--- config.mk ---
export PLATFORM = sky130hd
export DESIGN_NAME = alu_opposite_seq_module
export DESIGN_NICKNAME = d
export VERILOG_FILES = /design/src/rtl/alu_pkg.sv /design/src/rtl/alu_negate_lane.sv /design/src/rtl/alu_opposite_seq_module.sv
export SDC_FILE = /design/constraint.sdc
export NUM_CORES = 1
export LEC_CHECK = 0
export CORE_MARGIN = 5
export CORE_UTILIZATION = 45
export DETAILED_ROUTE_END_ITERATION = 12
export PLACE_DENSITY = 0.83
export SYNTH_ARGS = -nofsm -noshare
export SYNTH_HDL_FRONTEND = slang
export SYNTH_HIERARCHICAL = 1
export SYNTH_SLANG_ARGS = --single-unit
--- constraint.sdc ---
create_clock -name clk -period 6.55 [get_ports clk]
set_clock_uncertainty 0.2 [all_clocks]
set_input_delay 1.31 -clock clk [delete_from_list [all_inputs] [get_ports clk]]
set_output_delay 1.31 -clock clk [all_outputs]
set_load 0.02 [all_outputs]
--- src/rtl/alu_pkg.sv ---
// Shared definitions for the sequential matrix negation unit: the FSM state
// type and the default geometry constants.
package alu_pkg;

    typedef enum logic [1:0] {
        IDLE = 2'd0,
        RUN  = 2'd1,
        DONE = 2'd2
    } state_t;

    localparam int DEF_ELEM_W = 8;
    localparam int DEF_DIM    = 5;
    localparam int DEF_LANES  = 5;

endpackage

--- src/rtl/alu_negate_lane.sv ---
// One negation lane: two's-complement negate of a single element.
// The most negative input either wraps to itself or saturates to MAX.
module alu_negate_lane #(
    parameter int ELEM_W = 8
) (
    input  logic              sat_mode,
    input  logic [ELEM_W-1:0] a,
    output logic [ELEM_W-1:0] y,
    output logic              ovf
);

    localparam logic [ELEM_W-1:0] MIN_VAL = {1'b1, {(ELEM_W-1){1'b0}}};
    localparam logic [ELEM_W-1:0] MAX_VAL = ~MIN_VAL;

    assign ovf = (a == MIN_VAL);
    assign y   = ovf ? (sat_mode ? MAX_VAL : MIN_VAL) : (ELEM_W'(0) - a);

endmodule

--- src/rtl/alu_opposite_seq_module.sv ---
// Sequential matrix negation: captures a DIM x DIM matrix on start and
// negates LANES elements per cycle, pulsing done when the result is complete.
module alu_opposite_seq_module
    import alu_pkg::*;
#(
    parameter int ELEM_W = DEF_ELEM_W,
    parameter int DIM    = DEF_DIM,
    parameter int LANES  = DEF_LANES
) (
    input  logic                      clk,
    input  logic                      rst,
    input  logic                      start,
    input  logic                      sat_mode,
    input  logic [DIM*DIM*ELEM_W-1:0] A_flat,
    output logic                      busy,
    output logic                      done,
    output logic [DIM*DIM*ELEM_W-1:0] C_flat,
    output logic [DIM*DIM-1:0]        overflow_mask,
    output logic                      overflow_flag
);

    localparam int N     = DIM * DIM;
    localparam int BEATS = (N + LANES - 1) / LANES;
    localparam int BW    = $clog2(BEATS) + 1;

    state_t                  state_reg;
    logic [BW-1:0]           beat_reg;
    logic [N*ELEM_W-1:0]     a_reg;
    logic                    sat_reg;
    logic [N*ELEM_W-1:0]     c_reg;
    logic [N-1:0]            mask_reg;
    logic                    done_reg;

    logic [ELEM_W-1:0]       lane_y [LANES];
    logic [LANES-1:0]        lane_ovf;

    // Each lane picks its element of the current beat from the captured
    // operand; lanes past the last element see zero and are never written back.
    for (genvar gi = 0; gi < LANES; gi++) begin : g_lane
        logic [ELEM_W-1:0] a_sel;

        always_comb begin
            a_sel = '0;
            for (int b = 0; b < BEATS; b++) begin
                if (beat_reg == BW'(b) && (b * LANES + gi) < N) begin
                    a_sel = a_reg[((b * LANES + gi < N) ? (b * LANES + gi) : 0) * ELEM_W +: ELEM_W];
                end
            end
        end

        alu_negate_lane #(
            .ELEM_W(ELEM_W)
        ) u_lane (
            .sat_mode(sat_reg),
            .a       (a_sel),
            .y       (lane_y[gi]),
            .ovf     (lane_ovf[gi])
        );
    end

    always_ff @(posedge clk) begin
        if (rst) begin
            state_reg <= IDLE;
            beat_reg  <= '0;
            a_reg     <= '0;
            sat_reg   <= 1'b0;
            c_reg     <= '0;
            mask_reg  <= '0;
            done_reg  <= 1'b0;
        end else begin
            case (state_reg)
                IDLE: begin
                    done_reg <= 1'b0;
                    if (start) begin
                        a_reg     <= A_flat;
                        sat_reg   <= sat_mode;
                        c_reg     <= '0;
                        mask_reg  <= '0;
                        beat_reg  <= '0;
                        state_reg <= RUN;
                    end
                end
                RUN: begin
                    beat_reg <= beat_reg + BW'(1);
                    for (int i = 0; i < N; i++) begin
                        if (beat_reg == BW'(i / LANES)) begin
                            c_reg[i*ELEM_W +: ELEM_W] <= lane_y[i % LANES];
                            mask_reg[i]               <= lane_ovf[i % LANES];
                        end
                    end
                    if (beat_reg == BW'(BEATS - 1)) begin
                        state_reg <= DONE;
                        done_reg  <= 1'b1;
                    end
                end
                DONE: begin
                    done_reg  <= 1'b0;
                    state_reg <= IDLE;
                end
                default: begin
                    done_reg  <= 1'b0;
                    state_reg <= IDLE;
                end
            endcase
        end
    end

    assign busy          = (state_reg != IDLE);
    assign done          = done_reg;
    assign C_flat        = c_reg;
    assign overflow_mask = mask_reg;
    assign overflow_flag = |mask_reg;

endmodule

Word-level counts from Yosys, hierarchy flattened. Cells that the tools add are included. W data, S select, Z words.

Add/sub/neg operators: 6. Equal/unequal tests: 16. Muxes and demuxes: 90. Bitwise operators: 1. Reductions and logical operators: 14.

Operators by type and width (number): $mux W8 (56); $pmux W200 S2 (1); $mux W200 (1); $pmux W25 S2 (1); $eq A8 B8 Y1 const B (5); $sub A1 B8 Y8 const A (5); $mux W1 (25); $mux W25 (1); $reduce_or A25 Y1 (1); $reduce_and A3 Y1 (5); $ne A2 B2 Y1 const B (6); $eq A4 B2 Y1 const B (2); $pmux W4 S2 (1); $reduce_and A2 Y1 (3); $add A4 B1 Y4 const B (1); $eq A4 B1 Y1 const B (1); $eq A4 B3 Y1 const B (1); $logic_not A4 Y1 (1); $mux W2 (2); $mux W4 (1); $pmux W2 S2 (1); $reduce_bool A2 Y1 (2); $eq A2 B1 Y1 const B (1); $logic_not A2 Y1 (1); 2 further kinds (2).

Register bits after elaboration: 433. Output and inout bits: 228. Word-level logic and storage cells: 142.

Depth between registers and ports, before layout. Gate-level depths: netlist (run 1).

Depth after elaboration: 10. Mapped depth: 15. Depth with buffers taken out: 12.

By module. The synthesis (run 1) kept the hierarchy.

Modules (own cells, without submodules): alu_opposite_seq_module (times used 1, cells each 1869, area each 16599.7 sq um, seq. area each 8668.3 sq um); alu_negate_lane (times used 5, cells each 32, area each 236.5 sq um, seq. area each 0.0 sq um).

Worst setup path after synthesis (run 1). OpenSTA, ideal clock, no wires.

Path type: reg-to-reg. From: reg beat_reg[0]. To: reg c_reg[113], in the netlist C_flat[113]. Library setup time: 117 ps. Arrival time: 3003 ps. Required time: 6233 ps. Path slack: 3229 ps. Stages on the path, launching flop included: 11. Period minus slack after synthesis: 3321 ps. Cell sequence: dfxtp_1 -> ha_1 -> clkbuf_1 -> nor2_1 -> clkbuf_1 -> o211ai_1 -> a32o_1 -> or4_4 -> nor2_4 -> mux2_4 -> a22o_2.

RTL lines: start: declaration (RTL line alu_opposite_seq_module.sv:27) `logic [BW-1:0] beat_reg;`; start signal: assignment (RTL line alu_opposite_seq_module.sv:84) `beat_reg <= beat_reg + BW'(1);`; end signal: indexed assignment (RTL line alu_opposite_seq_module.sv:87) `c_reg[i*ELEM_W +: ELEM_W] <= lane_y[i % LANES];`; end: declaration (RTL line alu_opposite_seq_module.sv:30) `logic [N*ELEM_W-1:0] c_reg;`.

==> metrics.cfg, run 1 <==
[run_status]
status = finished, final reports clean

[sta]
final.min_clock_period_ns = 4.85
worst_pin_slew_ns = 1.11
setup_ws_ns = 1.70
setup_tns_ns = 0
slew_violations = 0
setup_viol = 0
period_share = 0.740
slew_headroom = 0.259
rsz0062_at_grt = no
hold_viol = 0
max_freq_mhz = 206

[place]
dp_hpwl_mm = 43.6
pre_cts_ws_ns = 1.80
place_congestion = 0.917
dp_cells = 2818
io_buffers = 431

[clock_tree]
tritoncts = built
cts_resized = 0
clk_pin_slew_ns = 0.06
root_buffer = clkbuf_16
cts_buffers = 45
ctsHtreeMaxLevel = 2
clock-sinks = 433
clock_path_buffers = 3
post_cts_buffers = 0
holdBufCountCts = 0
insertion_delay_ns = 0.58

[synthesis]
syn_inst = 2029
syn-cell-area_mm2 = 0.0178
netlist_top_cells_count = nand2_1 (539), dfxtp_1 (433), a21oi_1 (258)
avgSynthCellArea_um2 = 8.76
synth_top_family_by_area = compound AO/OA/AOI/OAI gates
synth_adder_area_share = 0.00633
ys.flop_type = dfxtp_1
syn_nets = 2242
yosysTopAreaCell = dfxtp_1
synthMuxAreaShare = 0.0186
ys_seq_area_frac = 0.487
synthMostInstantiatedCell = nand2_1
synth_area_leaders = dfxtp_1 (49%), nand2_1 (11%), a21oi_1 (7.3%)
yosys.area_share.simple = 0.178
yosysUniqueCellTypes = 55
synth_edf_count = 0
yosysTopAreaCellShare = 0.487
synth_compound_area_frac = 0.252
synthXorXnorAreaFrac = 0.00493
ys_ff_latch = 433
synthArstFlopShare = 0
yosys_warnings = 6

[detailed_routing]
antenna_left = 0
met1Wirelength_mm = 27.2
drc = 0
maxUsedRoutingLayer = met5
avgRoutedWirePerCell_um = 21.7
avgViaCountPerCell = 5.81
via_count = 16852
wl_met2_mm = 28.3
dr.pass1.iters = 5
wl_mm = 63.0
dr.first_iter.drc_count = 1801
routed-wl-met3_mm = 5.60

[global_route]
antenna_found_initial = 5
grt_pass1_wl_mm = 95.6
grt_max_degree = 127
overflow = 0
first_global_vias = 16152
grt_usage = 0.271

[worst_setup_path]
rr_worst_depth = 10
worstSetupStartpoint = beat_reg[0]$_SDFFE_PP0P_
cp_max_fo = 43
worstSetupEndpointType = register
crit_arrival_ns = 5.14
worstSetupPathType = reg -> reg
required_ns = 6.84
r2r_setup_slack_ns = 1.70
startpoint_type = register
rr_endpoint = C_flat[195]$_SDFFE_PP0P_
critPathCapture = C_flat[195]$_SDFFE_PP0P_
rr_startpoint = beat_reg[0]$_SDFFE_PP0P_

[pwr]
powerDensity_mw_per_mm2 = 277
peakVddDrop_mv = 0.165
p_leak_uw = 0.00843
power_uw = 6560

[cells_and_area]
fin_cells = 2903
drive_above_1_share = 0.0860
nNetsFinal = 2560
fillers = 3276
areaGrowthSynthToFinish_pct = 33.1
postLayoutCoreUtil = 0.608

[floorplanning]
ioPinCount = 432
initial_core_util = 0.457
die_w_um = 209
num_rows = 72
die_y_um = 209
placeableCoreArea_mm2 = 0.0389
dieArea_mm2 = 0.0436

[job]
maxCapViolCount = 0

[hold_path]
hold_path_class = reg -> reg

==> placed cells by master, fill, tap and decap left out, types with 18 or more instances in the layout <==
cell type        instances
dfxtp_1                432
a22o_2                  60
a22o_1                 120
inv_1                   18
o211ai_1                90
nand3_1                 52
clkbuf_16               47
nand2_1                539
buf_4                   19
clkdlybuf4s50_1        430
nor2b_1                 41
o21ai_0                 52
a32o_1                  40
a21oi_1                258
==> kinds of logic after synthesis <==
logic type	count (synthesis)
AND/OR/NAND/NOR	711
adder cells (fa/ha/maj)	9
buffers and inverters	199
XOR/XNOR	10
flip-flops	433
multiplexers	26
AO/OA/AOI/OAI	641
==> per-stage QoR <==
stage               cell area, um2  hold WS, ns
detailed placement           22100        0.246
global route                 23700        0.266
finish                       23700        0.254
global placement             22100        0.242
CTS                          23700        0.255
floorplan                    17800        0.236
==> cell type report <==
| class | instances | area [um2] | area share |
|---|---|---|---|
| clock buffer | 66 | 1340 | 0.0565 |
| multi-input combinational | 1397 | 8240 | 0.348 |
| clock inverter | 18 | 224 | 0.00946 |
| tap | 518 | 648 | 0.0274 |
| antenna | 1 | 2.50 | 0.000106 |
| timing repair buffer | 451 | 4480 | 0.189 |
| inverter | 19 | 71.3 | 0.00301 |
| sequential | 433 | 8670 | 0.366 |
==> how the worst min path moves through the flow <==
stage,from,end,slack [ns],depth (start not counted)
detailed placement,a_reg[178]$_SDFFE_PP0P_,a_reg[178]$_SDFFE_PP0P_,0.25,2
floorplan,a_reg[160]$_SDFFE_PP0P_,a_reg[160]$_SDFFE_PP0P_,0.24,2
global placement,a_reg[81]$_SDFFE_PP0P_,a_reg[81]$_SDFFE_PP0P_,0.24,2
CTS,a_reg[124]$_SDFFE_PP0P_,a_reg[124]$_SDFFE_PP0P_,0.25,2
global route,a_reg[178]$_SDFFE_PP0P_,a_reg[178]$_SDFFE_PP0P_,0.27,2
finish,a_reg[94]$_SDFFE_PP0P_,a_reg[94]$_SDFFE_PP0P_,0.25,2
==> layer usage <==
metal / track usage / vias to the layer above
li1: - / 7811
met1: 0.375 / 8068
met2: 0.426 / 839
met3: 0.0625 / 126
met4: 0.0828 / 8
met5: 0 / -
==> report_power, final <==
part / switching (uW) / internal (uW)
Clock: 1080 / 1620
Sequential: 60.8 / 2740
Combinational: 657 / 410
==> critical path, cell delays in order, from the launching register on <==
cell and delay, ns:
dfxtp_1 0.41, inv_1 0.11, ha_2 0.49, nor2_4 0.85, o211ai_1 0.36, a32o_1 0.45
or4_4 0.61, nor2_4 0.30, mux2i_1 0.64, nand3_1 0.16, a21oi_1 0.16
Note: power is estimated with default switching activity, not from simulation.
==> run 2: changes to the inputs <==
clock period = 4.7 ns   (was 6.55 ns; I/O delays follow)
==> run 2 against run 1 <==
- routed wire length increased by 1.2%
- non-clock buffer count increased by 13
- via count increased by 0.15%
==> metrics.cfg, run 2 (synthesis gave the netlist of run 1 again) <==
[detailed_routing]
drc = 0  ; unchanged
dr.pass1.iters = 5  ; unchanged
wl_mm = 63.8  ; was 63.0 mm
avgViaCountPerCell = 5.80  ; was 5.81
antenna_left = 0  ; unchanged
avgRoutedWirePerCell_um = 21.9  ; was 21.7 um
dr.first_iter.drc_count = 1936  ; was 1801
via_count = 16878  ; was 16852

[worst_setup_path]
worstSetupPathType = reg -> reg  ; unchanged
cp_num_buf_inv = 2  ; was 1
rr_worst_depth = 11  ; was 10
worstSetupStartpoint = beat_reg[0]$_SDFFE_PP0P_  ; unchanged
critPathCapture = C_flat[183]$_SDFFE_PP0P_  ; was C_flat[195]$_SDFFE_PP0P_
rr_endpoint = C_flat[183]$_SDFFE_PP0P_  ; was C_flat[195]$_SDFFE_PP0P_
slowest_delay_ns = 0.90  ; was 0.85 ns
worstSetupPathDepth = 11  ; was 10
startpoint_type = register  ; unchanged
worstSetupEndpointType = register  ; unchanged
crit_chain = inv_1 -> ha_2 -> and3b_2 -> a32o_1 -> inv_1 -> ha_1 -> a21oi_1 -> o211ai_1 -> a22oi_1 -> nand3_1 -> a21oi_1  ; was inv_1 -> ha_2 -> nor2_4 -> o211ai_1 -> a32o_1 -> or4_4 -> nor2_4 -> mux2i_1 -> nand3_1 -> a21oi_1
rr_startpoint = beat_reg[0]$_SDFFE_PP0P_  ; unchanged
required_ns = 4.98  ; was 6.84 ns
cp_max_fo = 43  ; unchanged
crit_family = compound AO/OA/AOI/OAI gates  ; was simple AND/OR/NAND/NOR gates
crit_arrival_ns = 4.38  ; was 5.14 ns
worst_path_max_delay_cell = and3b_2  ; was nor2_4
r2r_setup_slack_ns = 0.60  ; was 1.70 ns

[clock_tree]
tritoncts = built  ; unchanged
clock-sinks = 433  ; unchanged
clock_path_buffers = 3  ; unchanged
cts_resized = 0  ; unchanged
clk_pin_slew_ns = 0.06  ; about the same
holdBufCountCts = 0  ; unchanged
post_cts_buffers = 0  ; unchanged
root_buffer = clkbuf_16  ; unchanged
cts_buffers = 45  ; unchanged
insertion_delay_ns = 0.57  ; was 0.58 ns
ctsHtreeMaxLevel = 2  ; unchanged

[floorplanning]
die_y_um = 209  ; unchanged
die_w_um = 209  ; unchanged
ioPinCount = 432  ; unchanged
placeableCoreArea_mm2 = 0.0389  ; unchanged
dieArea_mm2 = 0.0436  ; unchanged
initial_core_util = 0.457  ; unchanged
num_rows = 72  ; unchanged

[cells_and_area]
postLayoutCoreUtil = 0.611  ; was 0.608
areaGrowthSynthToFinish_pct = 33.8  ; was 33.1%
layout_commonest_cell = nand2_1  ; unchanged
drive_above_1_share = 0.0890  ; was 0.0860
nNetsFinal = 2573  ; was 2560
fin_cells = 2911  ; was 2903
layout_common_cells = nand2_1 (539), dfxtp_1 (432), clkdlybuf4s50_1 (430)  ; unchanged

[pwr]
p_leak_uw = 0.00849  ; was 0.00843 uW
peakVddDrop_mv = 0.288  ; was 0.165 mV
powerDensity_mw_per_mm2 = 385  ; was 277 mW/mm2

[sta]
setup_tns_ns = 0  ; unchanged
max_freq_mhz = 244  ; was 206 MHz
slew_headroom = 0.174  ; was 0.259
rsz0062_at_grt = no  ; unchanged
final.min_clock_period_ns = 4.10  ; was 4.85 ns
hold_viol = 0  ; unchanged
setup_viol = 0  ; unchanged
slew_violations = 0  ; unchanged
period_share = 0.871  ; was 0.740
worst_pin_slew_ns = 1.24  ; was 1.11 ns

[place]
dp_cells = 2831  ; was 2818
place_congestion = 0.923  ; was 0.917
io_buffers = 431  ; unchanged
dp_hpwl_mm = 44.5  ; was 43.6 mm

[global_route]
antenna_found_initial = 4  ; was 5
grt_pass1_wl_mm = 97.4  ; was 95.6 mm
grt_max_degree = 202  ; was 127
overflow = 0  ; unchanged
grt_usage = 0.276  ; was 0.271
first_global_vias = 16147  ; was 16152

[hold_path]
hold_path_class = reg -> reg  ; unchanged

[job]
maxCapViolCount = 0  ; unchanged

[run_status]
status = finished, final reports clean  ; unchanged

==> run 2: cell types whose count changed in the layout (fill, tap and decap cells not counted), sizes merged <==
cell | before | now
buf | 21 | 34
clkinv | 10 | 4
clkinvlp | 2 | 1
bufinv | 5 | 6
inv | 20 | 21
==> run 2: worst register-to-register path, cell delays in order, from the launching register on <==
cell      delay (ns)
dfxtp_1         0.35
inv_1           0.12
ha_2            0.43
and3b_2         0.90
a32o_1          0.37
inv_1           0.07
ha_1            0.29
a21oi_1         0.18
o211ai_1        0.12
a22oi_1         0.66
nand3_1         0.14
a21oi_1         0.16
==> run 2: worst min path at each step <==
stage / from / to / depth (start not counted)
2_1_floorplan: a_reg[160]$_SDFFE_PP0P_ / a_reg[160]$_SDFFE_PP0P_ / 2
3_3_place_gp: a_reg[194]$_SDFFE_PP0P_ / a_reg[194]$_SDFFE_PP0P_ / 2
3_5_place_dp: a_reg[168]$_SDFFE_PP0P_ / a_reg[168]$_SDFFE_PP0P_ / 2
4_1_cts: a_reg[96]$_SDFFE_PP0P_ / a_reg[96]$_SDFFE_PP0P_ / 2
5_1_grt: a_reg[87]$_SDFFE_PP0P_ / a_reg[87]$_SDFFE_PP0P_ / 2
6_report: a_reg[87]$_SDFFE_PP0P_ / a_reg[87]$_SDFFE_PP0P_ / 2
==> run 2: power by group <==
| part | internal [uW] | switching [uW] |
|---|---|---|
| Combinational | 594 | 925 |
| Clock | 2260 | 1470 |
| Sequential | 3820 | 96.6 |
==> run 2: metrics by stage <==
| step | cell area [um2] | hold WS, ns | total power, uW | worst slack, ns |
|---|---|---|---|---|
| 6_report | 23800 | 0.254 | 9160 | 0.604 |
| 5_1_grt | 23800 | 0.270 | 9460 | 0.392 |
| 4_1_cts | 23800 | 0.255 | 9170 | 0.673 |
| 3_5_place_dp | 22200 | 0.246 | 5480 | 0.683 |
| 3_3_place_gp | 22200 | 0.242 | 5430 | 0.982 |
| 2_1_floorplan | 17800 | 0.236 | 4820 | 1.38 |
==> run 2: cell type report <==
cell class	instances	area [um2]
Multi-Input combinational cell	1397	8240
Sequential cell	433	8670
Inverter	19	71.3
Clock inverter	13	229
Clock buffer	66	1320
Tap cell	518	648
Timing Repair Buffer	464	4620
Fill cell	3179	15100
Antenna cell	1	2.50
==> run 2: routing by layer <==
layer  wire [um]  GRT usage
met4        2100     0.0925
met2       28100      0.423
met1       27600      0.388
met5          47          0
met3        5920     0.0591
==> run 3: changes to the inputs <==
GPL_ROUTABILITY_DRIVEN = 0   (was not set)
==> results of run 3 <==
Same layout as run 2: the final DEF is identical, and so are final timing and power.
